===== config.mk =====
export PLATFORM = sky130hd
export DESIGN_NAME = cam_frame_capture_flat
export DESIGN_NICKNAME = d
export VERILOG_FILES = /design/src/rtl/cam_frame_capture_if.sv /design/src/rtl/cam_frame_capture.sv /design/src/flat_wrapper.sv
export SDC_FILE = /design/constraint.sdc
export NUM_CORES = 1
export LEC_CHECK = 0
export ABC_AREA = 1
export ABC_CLOCK_PERIOD_IN_PS = 8800
export CAP_MARGIN = 20
export CORE_MARGIN = 1.5
export CORE_UTILIZATION = 35
export CTS_BUF_LIST = sky130_fd_sc_hd__clkbuf_4 sky130_fd_sc_hd__clkbuf_8 sky130_fd_sc_hd__clkbuf_16
export DETAILED_ROUTE_END_ITERATION = 10
export SETUP_SLACK_MARGIN = 0.1
export SLEW_MARGIN = 20
export SYNTH_ARGS = -nofsm -noshare
export SYNTH_HDL_FRONTEND = slang
export SYNTH_SLANG_ARGS = --single-unit

===== constraint.sdc =====
create_clock -name clk -period 8.8 [get_ports clk]
set_clock_uncertainty 0.2 [all_clocks]
set_input_delay 2.2 -clock clk [delete_from_list [all_inputs] [get_ports clk]]
set_output_delay 2.2 -clock clk [all_outputs]
set_load 0.01 [all_outputs]

===== src/rtl/cam_frame_capture_if.sv =====
// Camera pad bundle plus frame-buffer write port.
// master = camera/buffer side, slave = capture core.
interface cam_frame_capture_if #(
  parameter int ADDR_W = 15
);
  logic [7:0]        cam_dat;
  logic              cam_href;
  logic              cam_vsync;
  logic              wr_en;
  logic [ADDR_W-1:0] wr_addr;
  logic [15:0]       wr_data;

  modport master (
    output cam_dat,
    output cam_href,
    output cam_vsync,
    input  wr_en,
    input  wr_addr,
    input  wr_data
  );

  modport slave (
    input  cam_dat,
    input  cam_href,
    input  cam_vsync,
    output wr_en,
    output wr_addr,
    output wr_data
  );
endinterface


===== src/rtl/cam_frame_capture.sv =====
// Single-frame RGB565 capture from an 8-bit camera bus.
// Pads are registered; all framing decisions use the registered copies.
module cam_frame_capture #(
  parameter int IMG_W  = 160,
  parameter int IMG_H  = 120,
  parameter int ADDR_W = 15
) (
  input  logic              clk,
  input  logic              reset,
  input  logic              start,
  cam_frame_capture_if.slave bus,
  output logic              busy,
  output logic              done
);

  localparam int NPIX = IMG_W * IMG_H;
  localparam int CW   = $clog2(IMG_W + 1);
  localparam int RW   = $clog2(IMG_H + 1);
  localparam int BW   = $clog2(NPIX + 1);

  localparam logic [CW-1:0] COL_END = CW'(IMG_W);
  localparam logic [RW-1:0] ROW_END = RW'(IMG_H);
  localparam logic [BW-1:0] LN_STEP = BW'(IMG_W);

  typedef enum logic [1:0] {
    IDLE,
    ARM,
    WAIT_SOF,
    CAPTURE
  } state_t;

  state_t state_q;

  logic [7:0] dat_q;
  logic       href_q;
  logic       href_prev_q;
  logic       vs_q;

  logic [CW-1:0] col_q, col_d;
  logic [RW-1:0] row_q, row_d;
  logic [BW-1:0] base_q, base_d;
  logic          phase_q, phase_d;
  logic [7:0]    hold_q, hold_d;

  logic              wr_en_q;
  logic [ADDR_W-1:0] wr_addr_q, wr_addr_d;
  logic [15:0]       wr_data_q, wr_data_d;
  logic              wr_d;

  logic busy_q;
  logic done_q;

  logic href_fall;
  logic in_win;

  assign href_fall = href_prev_q & ~href_q;
  assign in_win    = (col_q < COL_END) &&
                     (row_q < ROW_END);

  // Byte pairing and line stepping; only applied while in CAPTURE.
  always_comb begin
    col_d     = col_q;
    row_d     = row_q;
    base_d    = base_q;
    phase_d   = phase_q;
    hold_d    = hold_q;
    wr_d      = 1'b0;
    wr_data_d = {hold_q, dat_q};
    wr_addr_d = ADDR_W'(base_q + BW'(col_q));
    if (href_q) begin
      phase_d = ~phase_q;
      if (!phase_q) begin
        hold_d = dat_q;
      end else begin
        wr_d = in_win;
        if (col_q < COL_END) begin
          col_d = col_q + 1'b1;
        end
      end
    end else if (href_fall) begin
      col_d   = '0;
      phase_d = 1'b0;
      if (row_q < ROW_END) begin
        row_d  = row_q + 1'b1;
        base_d = base_q + LN_STEP;
      end
    end
  end

  always_ff @(posedge clk or posedge reset) begin
    if (reset) begin
      state_q     <= IDLE;
      dat_q       <= '0;
      href_q      <= 1'b0;
      href_prev_q <= 1'b0;
      vs_q        <= 1'b0;
      col_q       <= '0;
      row_q       <= '0;
      base_q      <= '0;
      phase_q     <= 1'b0;
      hold_q      <= '0;
      wr_en_q     <= 1'b0;
      wr_addr_q   <= '0;
      wr_data_q   <= '0;
      busy_q      <= 1'b0;
      done_q      <= 1'b0;
    end else begin
      dat_q       <= bus.cam_dat;
      href_q      <= bus.cam_href;
      href_prev_q <= href_q;
      vs_q        <= bus.cam_vsync;
      wr_en_q     <= 1'b0;
      unique case (state_q)
        IDLE: begin
          if (start) begin
            state_q <= ARM;
            busy_q  <= 1'b1;
            done_q  <= 1'b0;
          end
        end
        ARM: begin
          if (vs_q) begin
            state_q <= WAIT_SOF;
          end
        end
        WAIT_SOF: begin
          if (!vs_q) begin
            state_q <= CAPTURE;
            col_q   <= '0;
            row_q   <= '0;
            base_q  <= '0;
            phase_q <= 1'b0;
          end
        end
        CAPTURE: begin
          col_q   <= col_d;
          row_q   <= row_d;
          base_q  <= base_d;
          phase_q <= phase_d;
          hold_q  <= hold_d;
          // A pixel completing alongside vsync still lands.
          if (wr_d) begin
            wr_en_q   <= 1'b1;
            wr_addr_q <= wr_addr_d;
            wr_data_q <= wr_data_d;
          end
          if (vs_q) begin
            state_q <= IDLE;
            busy_q  <= 1'b0;
            done_q  <= 1'b1;
          end
        end
        default: state_q <= IDLE;
      endcase
    end
  end

  assign bus.wr_en   = wr_en_q;
  assign bus.wr_addr = wr_addr_q;
  assign bus.wr_data = wr_data_q;
  assign busy        = busy_q;
  assign done        = done_q;

endmodule


===== src/flat_wrapper.sv =====
// flat-port wrapper written by rule: the top's interface ports become plain ports
module cam_frame_capture_flat 
#(
  parameter int IMG_W  = 160,
  parameter int IMG_H  = 120,
  parameter int ADDR_W = 15
)
  (clk, reset, start, busy, done, bus_cam_dat, bus_cam_href, bus_cam_vsync, bus_wr_en, bus_wr_addr, bus_wr_data);
  cam_frame_capture_if #(.ADDR_W(ADDR_W)) bus_i ();
  input  logic clk;
  input  logic reset;
  input  logic start;
  output logic busy;
  output logic done;
  input wire logic [$bits(bus_i.cam_dat)-1:0] bus_cam_dat;
  input wire logic [$bits(bus_i.cam_href)-1:0] bus_cam_href;
  input wire logic [$bits(bus_i.cam_vsync)-1:0] bus_cam_vsync;
  output wire logic [$bits(bus_i.wr_en)-1:0] bus_wr_en;
  output wire logic [$bits(bus_i.wr_addr)-1:0] bus_wr_addr;
  output wire logic [$bits(bus_i.wr_data)-1:0] bus_wr_data;
  assign bus_i.cam_dat = bus_cam_dat;
  assign bus_i.cam_href = bus_cam_href;
  assign bus_i.cam_vsync = bus_cam_vsync;
  assign bus_wr_en = bus_i.wr_en;
  assign bus_wr_addr = bus_i.wr_addr;
  assign bus_wr_data = bus_i.wr_data;
  cam_frame_capture #(.IMG_W(IMG_W), .IMG_H(IMG_H), .ADDR_W(ADDR_W)) u_core (.clk(clk), .reset(reset), .start(start), .bus(bus_i), .busy(busy), .done(done));
endmodule

==> flow_summary.toml <==
[cts]
htree_levels = 3
cts_setup_buffers = 0
cts.clk_slew.worst_paths_ps = 90
cts_tree = "yes"
root_buffer = "clkbuf_8"
clock_path_buffers = 2
numCtsBuffers = 9
cts_resized = 0
clkLatencyLatePin_ps = 360
hold_buffers = 0
cts_sinks = 81

[timing]
slew_headroom_pct = 35.2
fmax_mhz = 272
tns_ps = 0
rsz0062_at_grt = "false"
hold_slack_ps = 273
slew_violations = 0
finalHoldViolCount = 0
fin_ws_ps = 5120
fin_crit_ps = 3680
worst_pin_slew_ps = 969
final-setup-viol-count = 0
min_period_over_period_pct = 41.8

[critical_path]
path_max_fanout = 2
cp_cell_sequence = "clkdlybuf4s50_1"
cp_data_arrival_time_ps = 1280
start_kind = "flop"
crit_type = "flop to output port"
cpPeakStageDelay_ps = 570
cp_top_family = "buffers and inverters"
critPathBufInv = 1
critPathSlowestCell = "clkdlybuf4s50_1"
required_ps = 6400
cp-end-kind = "output port"

[routing]
wl_mm = 7.95
via_per_inst = 4.71
ant_nets = 0
drc = 0
route.vias.total = 3018
first_pass_iters = 4
wl_per_cell_um = 12.4
drtIter0Drc = 167

[yosys]
synth_area_leaders = "dfrtp_1, nand2_1, inv_1"
synth_top_family_by_area = "simple AND/OR/NAND/NOR gates"
async_flop_share_pct = 100
yosys_most_used_dff = "dfrtp_1"
syn-num-nets = 473
synth-xor-area-share_pct = 0.914
synth_compound_area_share_pct = 9.37
yosys-mux-area-fraction_pct = 0.522
ys_ff_latch = 81
ys_seq_area_share_pct = 52.9
synth_edf_count = 0
synthSimpleGateAreaFrac_pct = 25.2
yosys.area_share.adder_pct = 3.59
synth_area_leader_cell = "dfrtp_1"
synthCells = 449
synth-warning-count = 0
synth_top_area_share_pct = 52.9
syn_area_sq_mm = 0.00383
syn_avg_cell_area_sq_um = 8.54
ys_types = 34

[cells_and_area]
drive_gt1_share_pct = 8.38
layout_commonest_cell = "nand2_1"
most-common-layout-cells = "nand2_1, dfrtp_1, inv_1"
stdcell_area_sq_mm = 0.00461
n_antenna_cell = 0
n_fill_cell = 1093
instances_no_fill = 641
syn_to_final_growth_pct = 20.3
multiInputGateArea_sq_mm = 0.00152
nNetsFinal = 520
seq_area_sq_mm = 0.00203
fin_util_pct = 42.9

[global_route]
track_usage_pct = 15.1
grt_pass1_vias = 2962
antenna_found_initial = 0
grt_pass1_wl_mm = 13.8
grt_max_degree = 82
grt_overflow = 0

[power_and_ir_drop]
clkPwrFrac_pct = 22.8
power.density_mw_per_mm2 = 277
combPwrFrac_pct = 36.0
switchingPower_uw = 482
pwr-share-seq_pct = 41.2
leakagePower_nw = 2.28
swShare_pct = 37.7
vdd_ir_drop_max_v = 0.000120
p_int_uw = 795
power.total_mw = 1.28

[floorplan]
rows = 38
dieArea_sq_mm = 0.0116
boundaryPins = 47
design.core.area_sq_mm = 0.0107
die_h_um = 108
die_w_um = 108
start_util_pct = 35.7

[placement]
placed_cells = 625
gp_congestion = 0.815
io_buffers = 46
postPlaceCellArea_sq_mm = 0.00440
dp.final_hpwl_mm = 5.28
post-place-ws_ps = 5000

[run]
cap_violations = 0

[status]
status = "finished clean"

[hold_path]
hold_class = "flop to flop"
-- worst paths after layout --
check	start	endpoint	slack, ps	depth (start not counted)
setup / recovery	u_core.bus.wr_addr[8]	bus_wr_addr[8]	5120	1
hold / removal	u_core.hold_q[5]	u_core.bus.wr_data[13]	270	2
setup reg to reg	u_core.state_q[0]	u_core.bus.wr_addr[14]	5720	7
hold reg to reg	u_core.hold_q[5]	u_core.bus.wr_data[13]	270	2
max in group asynchronous	reset	u_core.vs_q	5750	3
min in group asynchronous	reset	u_core.bus.wr_data[0]	2160	3
-- sequential cells by signal, indices dropped and copies added (netlist names), 2 cells and up --
signal and count:
u_core.base_q 10, u_core.row_q 7, u_core.state_q 2, u_core.dat_q 8, u_core.hold_q 8, u_core.bus.wr_addr 15, u_core.bus.wr_data 16, u_core.col_q 8
-- power groups by stage --
stage	registers, mW	clock network, mW	logic [mW]
floorplan	0.546	0	0.284
global placement	0.530	0	0.457
detailed placement	0.534	0	0.466
CTS	0.528	0.298	0.469
global route	0.541	0.313	0.518
finish	0.526	0.291	0.460
-- Yosys cell counts (2+ instances only) --
cell,instances
a21oi_1,6
buf_2,4
buf_4,2
buf_6,3
clkbuf_1,2
dfrtp_1,81
ha_1,11
inv_1,51
inv_2,3
mux2i_1,2
nand2_1,152
nand2_2,2
nand3_1,30
nand4_1,12
nor2_1,24
nor3_1,2
o21ai_0,20
o21ai_1,12
o21ai_2,12
o21bai_1,2
xnor2_1,2
xor2_1,2
-- cell families after synthesis --
group,count (synthesis)
xor+xnor,4
buf+inv,66
fa+ha+maj,11
mux,2
flops,81
compound gates,58
simple gates,227
-- per-layer routing --
layer | vias up | part of all wire [%] | track usage (%) | wire length, um
met1 | 1414 | 47 | 19.4 | 3700
met3 | 16 | 3.3 | 2.72 | 266
met2 | 61 | 48 | 24.6 | 3810
met5 | - | 0 | 0 | 0
li1 | 1527 | - | - | -
met4 | 0 | 2.2 | 6.95 | 172
-- tightest hold or removal path, stage by stage (launching register included) --
cell and delay, ps:
dfrtp_1 350, nand2_1 50, nand2_1 40
-- area by class of cell --
type	instances	share of cell area, %
flip-flops and latches	81	43.9
clock buffers	9	2.69
multi-input cells	302	32.9
clock inverters	7	1.82
well taps	140	3.80
inverters	55	4.61
repair buffers	47	10.2
(Power assumes the default switching activity.)
